File: src/rtl/dac_pkg.sv
// ----------------------------------------------------------------------------
// dac_pkg
// Shared definitions for the dual-channel SPI DAC driver:
//   - FSM state encoding for dac_spi_driver
//   - DAC command and address nibbles
//   - helper that maps a memory channel onto its DAC address nibble
// ----------------------------------------------------------------------------
package dac_pkg;

    typedef enum logic [2:0] {
        ST_IDLE  = 3'd0,
        ST_FETCH = 3'd1,
        ST_WAIT  = 3'd2,
        ST_SHIFT = 3'd3,
        ST_DONE  = 3'd4
    } state_t;

    localparam logic [3:0] DAC_CMD_WRITE_UPDATE = 4'b0011;
    localparam logic [3:0] DAC_ADDR_A           = 4'b0000;
    localparam logic [3:0] DAC_ADDR_B           = 4'b0001;

    // Memory channel 0 feeds DAC output A, channel 1 feeds DAC output B.
    function automatic logic [3:0] dac_addr_nibble(input logic channel);
        return channel ? DAC_ADDR_B : DAC_ADDR_A;
    endfunction

endpackage

File: src/rtl/dac_spi_driver_spi_shifter.sv
// ----------------------------------------------------------------------------
// spi_shifter
// Serialises one N-bit frame MSB first. SCK idles low, toggles every DIV clk
// cycles starting with a rising edge, and MOSI advances on each falling edge.
// Ports:
//   clk, rst_n : clock, synchronous active-low reset
//   load       : capture frame and start shifting on this clock edge
//   frame      : frame to send
//   busy       : high while the shift continues past the current cycle;
//                low in the cycle whose closing edge is the N-th falling edge
//   sck, mosi  : SPI clock and data, both straight from flops
// ----------------------------------------------------------------------------
module spi_shifter #(
    parameter int N   = 32,
    parameter int DIV = 2
) (
    input  logic         clk,
    input  logic         rst_n,
    input  logic         load,
    input  logic [N-1:0] frame,
    output logic         busy,
    output logic         sck,
    output logic         mosi
);

    localparam int CW = (DIV > 1) ? $clog2(DIV) : 1;
    localparam int BW = (N > 1) ? $clog2(N) : 1;

    logic          active_r;
    logic [CW-1:0] div_cnt_r;
    logic [BW-1:0] bit_cnt_r;
    logic [N-1:0]  sr_r;
    logic          sck_r;
    logic          mosi_r;

    logic tick_s;
    logic fall_s;
    logic final_s;

    // Decode half-period ticks, falling edges and the frame's final edge.
    always_comb begin
        tick_s  = active_r && (div_cnt_r == CW'(DIV - 1));
        fall_s  = tick_s && sck_r;
        final_s = fall_s && (bit_cnt_r == BW'(N - 1));
        // Dropping busy one cycle early lets the controller leave its shift
        // state on exactly the edge that ends the frame.
        busy    = active_r && !final_s;
    end

    // Divider, bit counter and shift register.
    always_ff @(posedge clk) begin
        if (!rst_n) begin
            active_r  <= 1'b0;
            div_cnt_r <= '0;
            bit_cnt_r <= '0;
            sr_r      <= '0;
            sck_r     <= 1'b0;
            mosi_r    <= 1'b0;
        end else if (load) begin
            active_r  <= 1'b1;
            div_cnt_r <= '0;
            bit_cnt_r <= '0;
            sr_r      <= frame;
            sck_r     <= 1'b0;
            mosi_r    <= frame[N-1];
        end else if (active_r) begin
            if (tick_s) begin
                div_cnt_r <= '0;
                sck_r     <= ~sck_r;
                if (sck_r) begin
                    // Falling edge: present the next bit (zeros after the last).
                    sr_r      <= sr_r << 1;
                    mosi_r    <= sr_r[N-2];
                    bit_cnt_r <= bit_cnt_r + BW'(1);
                    if (final_s) begin
                        active_r <= 1'b0;
                    end else begin
                        active_r <= 1'b1;
                    end
                end else begin
                    sr_r <= sr_r;
                end
            end else begin
                div_cnt_r <= div_cnt_r + CW'(1);
            end
        end else begin
            active_r <= 1'b0;
        end
    end

    assign sck  = sck_r;
    assign mosi = mosi_r;

endmodule

File: src/rtl/dac_spi_driver.sv
// ----------------------------------------------------------------------------
// dac_spi_driver
// Walks the dual-channel sample memory (channel 0/1 per address), fetches one
// sample per frame and sends it to a dual-channel SPI DAC as a write-and-update
// command, alternating DAC output A and B.
// Ports:
//   clk, rst_n        : clock, synchronous active-low reset
//   enable            : run request, sampled in IDLE and DONE
//   read              : one-cycle memory read strobe per frame
//   channel, address  : memory location being fetched
//   sample            : memory data, valid the cycle after read
//   dac_cs_n, dac_sck, dac_mosi : SPI pins (all registered)
//   frame_done        : one-cycle pulse after each completed frame
// ----------------------------------------------------------------------------
module dac_spi_driver
    import dac_pkg::*;
#(
    parameter int size    = 12,
    parameter int logsize = 4,
    parameter int N       = 32,
    parameter int DIV     = 2
) (
    input  logic               clk,
    input  logic               rst_n,
    input  logic               enable,
    output logic               read,
    output logic               channel,
    output logic [logsize-1:0] address,
    input  logic [size-1:0]    sample,
    output logic               dac_cs_n,
    output logic               dac_sck,
    output logic               dac_mosi,
    output logic               frame_done
);

    state_t             state_r;
    logic               read_r;
    logic               channel_r;
    logic [logsize-1:0] address_r;
    logic               cs_n_r;
    logic               frame_done_r;
    logic               done_cnt_r;

    logic [N-1:0]       frame_s;
    logic               load_s;
    logic               shift_busy_s;

    // Frame assembly: command, DAC address, sample, zero padding.
    always_comb begin
        frame_s                = '0;
        frame_s[N-1 -: 4]      = DAC_CMD_WRITE_UPDATE;
        frame_s[N-5 -: 4]      = dac_addr_nibble(channel_r);
        frame_s[N-9 -: size]   = sample;
        // The shifter captures the frame on the closing edge of WAIT, which is
        // what freezes the sample for the rest of the frame.
        load_s                 = (state_r == ST_WAIT);
    end

    spi_shifter #(
        .N   (N),
        .DIV (DIV)
    ) u_shifter (
        .clk   (clk),
        .rst_n (rst_n),
        .load  (load_s),
        .frame (frame_s),
        .busy  (shift_busy_s),
        .sck   (dac_sck),
        .mosi  (dac_mosi)
    );

    // Control FSM with registered memory strobes and chip select.
    always_ff @(posedge clk) begin
        if (!rst_n) begin
            state_r      <= ST_IDLE;
            read_r       <= 1'b0;
            channel_r    <= 1'b0;
            address_r    <= '0;
            cs_n_r       <= 1'b1;
            frame_done_r <= 1'b0;
            done_cnt_r   <= 1'b0;
        end else begin
            case (state_r)
                ST_IDLE: begin
                    frame_done_r <= 1'b0;
                    cs_n_r       <= 1'b1;
                    if (enable) begin
                        state_r <= ST_FETCH;
                        read_r  <= 1'b1;
                    end else begin
                        read_r  <= 1'b0;
                    end
                end
                ST_FETCH: begin
                    read_r  <= 1'b0;
                    state_r <= ST_WAIT;
                end
                ST_WAIT: begin
                    cs_n_r  <= 1'b0;
                    state_r <= ST_SHIFT;
                end
                ST_SHIFT: begin
                    if (!shift_busy_s) begin
                        state_r      <= ST_DONE;
                        cs_n_r       <= 1'b1;
                        frame_done_r <= 1'b1;
                        done_cnt_r   <= 1'b0;
                    end else begin
                        cs_n_r       <= 1'b0;
                    end
                end
                ST_DONE: begin
                    frame_done_r <= 1'b0;
                    if (!done_cnt_r) begin
                        done_cnt_r <= 1'b1;
                    end else begin
                        // Advance to the next (address, channel) pair; the
                        // address moves on once both channels were sent.
                        channel_r <= ~channel_r;
                        if (channel_r) begin
                            address_r <= address_r + logsize'(1);
                        end else begin
                            address_r <= address_r;
                        end
                        if (enable) begin
                            state_r <= ST_FETCH;
                            read_r  <= 1'b1;
                        end else begin
                            state_r <= ST_IDLE;
                        end
                    end
                end
                default: begin
                    state_r      <= ST_IDLE;
                    read_r       <= 1'b0;
                    cs_n_r       <= 1'b1;
                    frame_done_r <= 1'b0;
                end
            endcase
        end
    end

    assign read       = read_r;
    assign channel    = channel_r;
    assign address    = address_r;
    assign dac_cs_n   = cs_n_r;
    assign frame_done = frame_done_r;

endmodule

File: config.mk
export PLATFORM = sky130hd
export DESIGN_NAME = dac_spi_driver
export DESIGN_NICKNAME = d
export VERILOG_FILES = /design/src/rtl/dac_pkg.sv /design/src/rtl/dac_spi_driver_spi_shifter.sv /design/src/rtl/dac_spi_driver.sv
export SDC_FILE = /design/constraint.sdc
export NUM_CORES = 1
export LEC_CHECK = 0
export CAP_MARGIN = 30
export CORE_UTILIZATION = 60
export CTS_BUF_LIST = sky130_fd_sc_hd__clkbuf_8
export CTS_CLUSTER_DIAMETER = 200
export DETAILED_ROUTE_END_ITERATION = 8
export PLACE_DENSITY = 0.84
export SLEW_MARGIN = 20
export SYNTH_ARGS = -nofsm -noshare
export SYNTH_HDL_FRONTEND = slang
export SYNTH_HIERARCHICAL = 1
export SYNTH_SLANG_ARGS = --single-unit
File: constraint.sdc
create_clock -name clk -period 3.7 [get_ports clk]
set_input_delay 0.555 -clock clk [delete_from_list [all_inputs] [get_ports clk]]
set_output_delay 0.555 -clock clk [all_outputs]
set_load 0.02 [all_outputs]
==> results of run 1 <==
through the flow:
step	cells	worst slack (ns)
final	365	1.71
after global routing	365	1.58
after CTS	365	1.69
after detailed placement	357	1.44
after global placement	357	1.48
after floorplan	303	2.06
metal layers:
layer  share of wire, %  wire, um  vias to the layer above
met5                  0         0                        -
met4               0.58        25                        0
met3                4.0       172                        2
met2                 49      2150                       39
met1                 46      2000                      887
li1                   -         -                     1020
worst max path at each step:
stage | start | to | slack (ns) | cells past startpoint
final | channel$_SDFFE_PN0P_ | channel | 1.71 | 1
after global routing | rst_n | u_shifter/sr_r[26]$_SDFFE_PN0P_ | 1.58 | 4
after CTS | channel$_SDFFE_PN0P_ | channel | 1.69 | 1
after detailed placement | rst_n | u_shifter/sr_r[14]$_SDFFE_PN0P_ | 1.44 | 4
after global placement | rst_n | u_shifter/sr_r[9]$_SDFFE_PN0P_ | 1.48 | 4
after floorplan | u_shifter/bit_cnt_r[0]$_SDFFE_PP0P_ | state_r[0]$_SDFFE_PN0P_ | 2.06 | 7
cell families after synthesis:
| group | share of synthesized area, % |
|---|---|
| flip-flops | 45.8 |
| AO/OA/AOI/OAI | 25.9 |
| adder cells (fa/ha/maj) | 1.65 |
| AND/OR/NAND/NOR | 16.4 |
| multiplexers | 1.76 |
| other | 0.330 |
| XOR/XNOR | 2.31 |
| buffers and inverters | 5.89 |
synth_stat cells, types with 2 or more instances:
| master | count | area, sq um |
|---|---|---|
| nand2b_1 | 4 | 25.0 |
| nand3_1 | 2 | 10.0 |
| nand3_2 | 2 | 20.0 |
| clkbuf_1 | 12 | 45.0 |
| inv_1 | 4 | 15.0 |
| buf_1 | 2 | 7.51 |
| nor2_1 | 8 | 30.0 |
| mux2i_1 | 4 | 40.0 |
| dfxtp_1 | 52 | 1040 |
| xnor2_1 | 3 | 26.3 |
| o21a_1 | 2 | 15.0 |
| nand2_1 | 47 | 176 |
| buf_2 | 2 | 10.0 |
| and2_1 | 2 | 12.5 |
| a211oi_1 | 2 | 15.0 |
| xor2_1 | 3 | 26.3 |
| ha_1 | 3 | 37.5 |
| a21oi_1 | 68 | 340 |
| and3_1 | 4 | 25.0 |
| nor2b_1 | 3 | 18.8 |
| conb_1 | 2 | 7.51 |
| o21ai_0 | 38 | 190 |
| buf_6 | 4 | 45.0 |
final cells by class:
class	count	area [sq um]
inverters	5	18.8
clock inverters	2	10.0
flip-flops and latches	52	1040
well taps	48	60.1
fillers	294	1020
multi-input cells	225	1170
clock buffers	6	82.6
repair buffers	27	263
where the power goes:
group,internal [W],switching [W],total (W)
sequential,0.000602,0.0000307,0.000633
clock,0.000150,0.000176,0.000325
combinational,0.0000636,0.0000801,0.000144
flip-flops by register name (all words and copies together), names as in the netlist:
| register | flops |
|---|---|
| state_r | 3 |
| u_shifter/bit_cnt_r | 5 |
| frame_done | 1 |
| done_cnt_r | 1 |
| dac_cs_n | 1 |
| u_shifter/active_r | 1 |
| address | 4 |
| u_shifter/div_cnt_r | 1 |
| read | 1 |
| u_shifter/mosi | 1 |
| u_shifter/sr_r | 31 |
| channel | 1 |
| u_shifter/sck | 1 |
==> results by group, run 1 <==
Status
  • Status: completed

Setup path
  • Data arrival, critical path: 1.44 ns
  • FF-to-FF setup slack: 1.78 ns
  • Critical path class: reg -> out
  • FF-to-FF End: state_r[0]$_SDFFE_PN0P_
  • Worst-path maximum fanout: 6
  • Worst-path cell chain: clkdlybuf4s50_1
  • Worst setup EP type: primary output
  • Critical path's top delay family: buffers and inverters
  • Buf+Inv Stages, Crit Path: 1
  • Slowest stage delay, CP: 0.66 ns
  • Worst EP required: 3.14 ns
  • FF-to-FF path depth: 7
  • Worst Setup Start Kind: flip-flop
  • Reg2reg start: u_shifter/bit_cnt_r[0]$_SDFFE_PP0P_
  • CP max stage cell: clkdlybuf4s50_1

Die
  • Die height: 63.6 um
  • Core Region: 3660 sq um
  • Initial Util: 62.1%
  • DIE WIDTH: 63.6 um
  • Std-Cell Rows: 22
  • Die area: 4040 sq um
  • I/O Pins: 25

Global route
  • M2 GR Usage: 42.4%
  • Total global-route track usage: 23.6%
  • GR Util met3: 6.16%
  • Grt total ovfl: 0
  • Met1 Track Usage GR: 26.7%
  • Vias in the first global route: 1769
  • Top Usage Layer GRT: met2
  • Initial antenna violation count: 0
  • Global-route wire length before repair: 7550 um
  • Largest net degree at the start of global routing: 37

Yosys
  • Leading register cell type out of synthesis: dfxtp_1
  • Syn_area_per_cell: 7.95 sq um
  • Async set-reset flop share out of synthesis: 0%
  • EDFF count, synth: 0
  • Yosys warns: 6
  • Sequential area share after synthesis: 45.8%
  • Seq cells post-synth: 52
  • Cells after Synth: 286
  • Synth unique cells: 36
  • Synthesized cell area: 2270 sq um

Hold path
  • Worst Hold Class: reg -> reg
  • Hold Crit Endpoint: u_shifter/mosi$_SDFFE_PN0P_
  • Worst hold path depth: 2
  • Worst hold path startpoint: u_shifter/mosi$_SDFFE_PN0P_

Finish
  • Commonest non-fill, non-tap cells in the layout: a21oi_1, dfxtp_1, nand2_1
  • Layout cells sized above 1: 5.36%
  • ANT cells: 0
  • Commonest non-fill, non-tap cell in the layout: a21oi_1
  • Final core occ: 72.1%
  • Nets: 334
  • Post-route cell area: 2640 sq um
  • P&R area growth vs syn: 16.1%

Placement
  • I/O Buffers: 24
  • Dpl cell area: 2550 sq um
  • Hpwl dp: 2650 um
  • Placer Congestion: 0.729

Clock network
  • Hold-fix buffers at CTS: 0
  • Post-CTS Setup Repair Bufs: 0
  • TritonCTS clock tree: built
  • Clk sinks: 52
  • Root Driver: clkbuf_8
  • CTS Buf Count: 5
  • Clk slew on worst S/H paths: 0.09 ns
  • CTS Buffer Depth: 2
  • Htree depth: 2
  • Post-CTS resize count: 0
  • Clock latency on the worst-skew pair: 0.30 ns

Timing
  • Hold_ws: 0.451 ns
  • Final Critical Period: 1.99 ns
  • Final period util: 53.9%
  • Actual slew at the worst max-slew pin: 0.807 ns
  • Clk_skew: 0.00321 ns
  • Final max-slew violation count: 0
  • Setup TNS: 0 ns
  • Worst rel slew slack: 46.0%
  • Setup violations, final: 0
  • RSZ-0062 raised after global routing: false
  • Final hold viol count: 0
  • FMAX: 0.501 GHz

Detailed routing
  • Vias: 1948
  • Routed WL per cell: 11.9 um
  • DRC viols: 0
  • Post-route ant nets: 0
  • Drt total wl: 4340 um
  • Initial DRC Count: 145
  • Pre-antenna DRT Iters: 4
  • Vias per inst: 5.34

Pwr
  • Overall power: 0.00110 W
  • VDD IR-drop max: 0.236 mV
  • Leakage: 0.996 nW
  • Power per cell area: 417 nW/um^2

Flow run
  • Max cap viols: 0
Note: power is estimated with default switching activity, not from simulation.
==> inputs of run 2 (changes only) <==
Settings changed: CORE_UTILIZATION 60 to 53, PLACE_DENSITY 0.84 to 0.79.
Clock period 3.7 ns to 1.75 ns, I/O delays scaled along.
==> run 2 against run 1 <==
Net effect: count of clock-buffer cells in the layout down 1; critical path depth unchanged; wire length up 2.1%; highest routed layer unchanged.
==> results by group, run 2 (synthesis gave the netlist of run 1 again) <==
Detailed routing
  • Vias per inst: 5.27 (was 5.34)
  • Post-route ant nets: 0 (unchanged)
  • Initial DRC Count: 134 (was 145)
  • Drt total wl: 4430 um (was 4340 um)
  • DRC viols: 0 (unchanged)
  • Routed WL per cell: 11.9 um (about the same)
  • Pre-antenna DRT Iters: 4 (unchanged)
  • Vias: 1965 (was 1948)

Clock network
  • TritonCTS clock tree: built (unchanged)
  • Clock latency on the worst-skew pair: 0.31 ns (was 0.30 ns)
  • Clk slew on worst S/H paths: 0.09 ns (about the same)
  • Post-CTS resize count: 0 (unchanged)
  • Hold-fix buffers at CTS: 0 (unchanged)
  • Root Driver: clkbuf_8 (unchanged)
  • Clk sinks: 52 (unchanged)
  • CTS Buf Count: 5 (unchanged)
  • CTS Buffer Depth: 2 (unchanged)
  • Htree depth: 2 (unchanged)
  • Post-CTS Setup Repair Bufs: 0 (unchanged)

Timing
  • Setup violations, final: 0 (unchanged)
  • Clk_skew: 0.00812 ns (was 0.00321 ns)
  • Final period util: 96.2%
  • Setup TNS: 0 ns (unchanged)
  • Final max-slew violation count: 0 (unchanged)
  • Hold_ws: 0.454 ns (was 0.451 ns)
  • Final Critical Period: 1.68 ns
  • RSZ-0062 raised after global routing: false (unchanged)
  • Final hold viol count: 0 (unchanged)
  • FMAX: 0.594 GHz

Die
  • Die height: 67.5 um (was 63.6 um)
  • Die area: 4560 sq um (was 4040 sq um)
  • Initial Util: 56.1% (was 62.1%)
  • DIE WIDTH: 67.5 um (was 63.6 um)
  • Core Region: 4060 sq um (was 3660 sq um)
  • Std-Cell Rows: 23 (was 22)
  • I/O Pins: 25 (unchanged)

Setup path
  • Worst setup EP type: primary output (unchanged)
  • Data arrival, critical path: 1.42 ns (was 1.44 ns)
  • Buf+Inv Stages, Crit Path: 1 (unchanged)
  • Critical path class: reg -> out (unchanged)
  • Setup crit start: channel$_SDFFE_PN0P_ (unchanged)
  • Worst-path cell chain: clkdlybuf4s50_1 (unchanged)
  • Critical path's top delay family: buffers and inverters (unchanged)
  • Worst EP required: 1.49 ns (was 3.14 ns)
  • Slowest stage delay, CP: 0.65 ns (was 0.66 ns)
  • CP max stage cell: clkdlybuf4s50_1 (unchanged)
  • Reg2reg start: u_shifter/bit_cnt_r[0]$_SDFFE_PP0P_ (unchanged)
  • Worst-path maximum fanout: 6 (unchanged)
  • Worst Setup Start Kind: flip-flop (unchanged)

Finish
  • Commonest non-fill, non-tap cell in the layout: a21oi_1 (unchanged)
  • Top reg by flops: u_shifter/sr_r (unchanged)
  • Post-route cell area: 2740 sq um (was 2640 sq um)
  • Layout cells sized above 1: 7.74% (was 5.36%)
  • Nets: 340 (was 334)
  • ANT cells: 0 (unchanged)
  • Commonest non-fill, non-tap cells in the layout: a21oi_1, dfxtp_1, nand2_1 (unchanged)
  • P&R area growth vs syn: 20.6% (was 16.1%)
  • Max reg flops: 31 (unchanged)

Flow run
  • Max cap viols: 0 (unchanged)

Global route
  • Initial antenna violation count: 0 (unchanged)
  • Largest net degree at the start of global routing: 36 (was 37)
  • Global-route wire length before repair: 7180 um (was 7550 um)
  • Vias in the first global route: 1590 (was 1769)
  • Grt total ovfl: 0 (unchanged)
  • Total global-route track usage: 20.8% (was 23.6%)

Placement
  • Dpl cell area: 2620 sq um (was 2550 sq um)
  • I/O Buffers: 24 (unchanged)
  • Hpwl dp: 2690 um (was 2650 um)
  • Placer Congestion: 0.836 (was 0.729)

Pwr
  • Leakage: 1.05 nW (was 0.996 nW)
  • Power per cell area: 904 nW/um^2 (was 417 nW/um^2)
  • VDD IR-drop max: 0.513 mV (was 0.236 mV)

Hold path
  • Worst hold path startpoint: u_shifter/sr_r[22]$_SDFFE_PN0P_ (was u_shifter/mosi$_SDFFE_PN0P_)
  • Worst Hold Class: reg -> reg (unchanged)

Status
  • Status: completed (unchanged)
run 2: worst min-delay path, stage by stage (launching register included):
cell and delay (ns):
dfxtp_1 0.32, nand2_1 0.05, a21oi_1 0.05
run 2: layout make-up:
type                            instances  area [sq um]
Clock buffer                            5          68.8
Clock inverter                          3          42.5
Fill cell                             334          1310
Inverter                                5          18.8
Multi-Input combinational cell        225          1180
Sequential cell                        52          1040
Tap cell                               50          62.6
Timing Repair Buffer                   33           333
run 2: power breakdown:
group	switching, W	internal [W]
Clock	0.000391	0.000426
Combinational	0.000180	0.000154
Sequential	0.0000571	0.00127
run 2: final timing paths:
path,to,slack [ns],cells after the start
setup / recovery,channel,0.07,1
hold / removal,u_shifter/sr_r[22]$_SDFFE_PN0P_,0.45,2
setup reg to reg,state_r[0]$_SDFFE_PN0P_,0.07,8
hold reg to reg,u_shifter/sr_r[22]$_SDFFE_PN0P_,0.45,2
run 2: per-stage QoR:
step                util, %  instances  setup WS, ns  total power (W)
floorplan                 -        303         0.109          0.00157
global placement       64.6        365        0.0929          0.00168
detailed placement     64.6        365        0.0501          0.00168
CTS                    67.3        373        0.0166          0.00249
global route           67.6        373       0.00336          0.00260
finish                 67.6        373        0.0662          0.00248
run 2: routing by layer:
layer | vias up | GRT usage, % | part of all wire [%]
met3 | 4 | 5.57 | 4.4
met4 | 0 | 7.98 | 0.90
li1 | 1030 | - | -
met2 | 41 | 31.9 | 46
met5 | - | 0 | 0
met1 | 890 | 27.5 | 49
==> inputs of run 3 (changes only) <==
Settings changed: ABC_CLOCK_PERIOD_IN_PS set to 1750, SLEW_MARGIN 20 to 10.
==> results of run 3 <==
The final DEF is identical to that of run 2; final timing and power are the same.
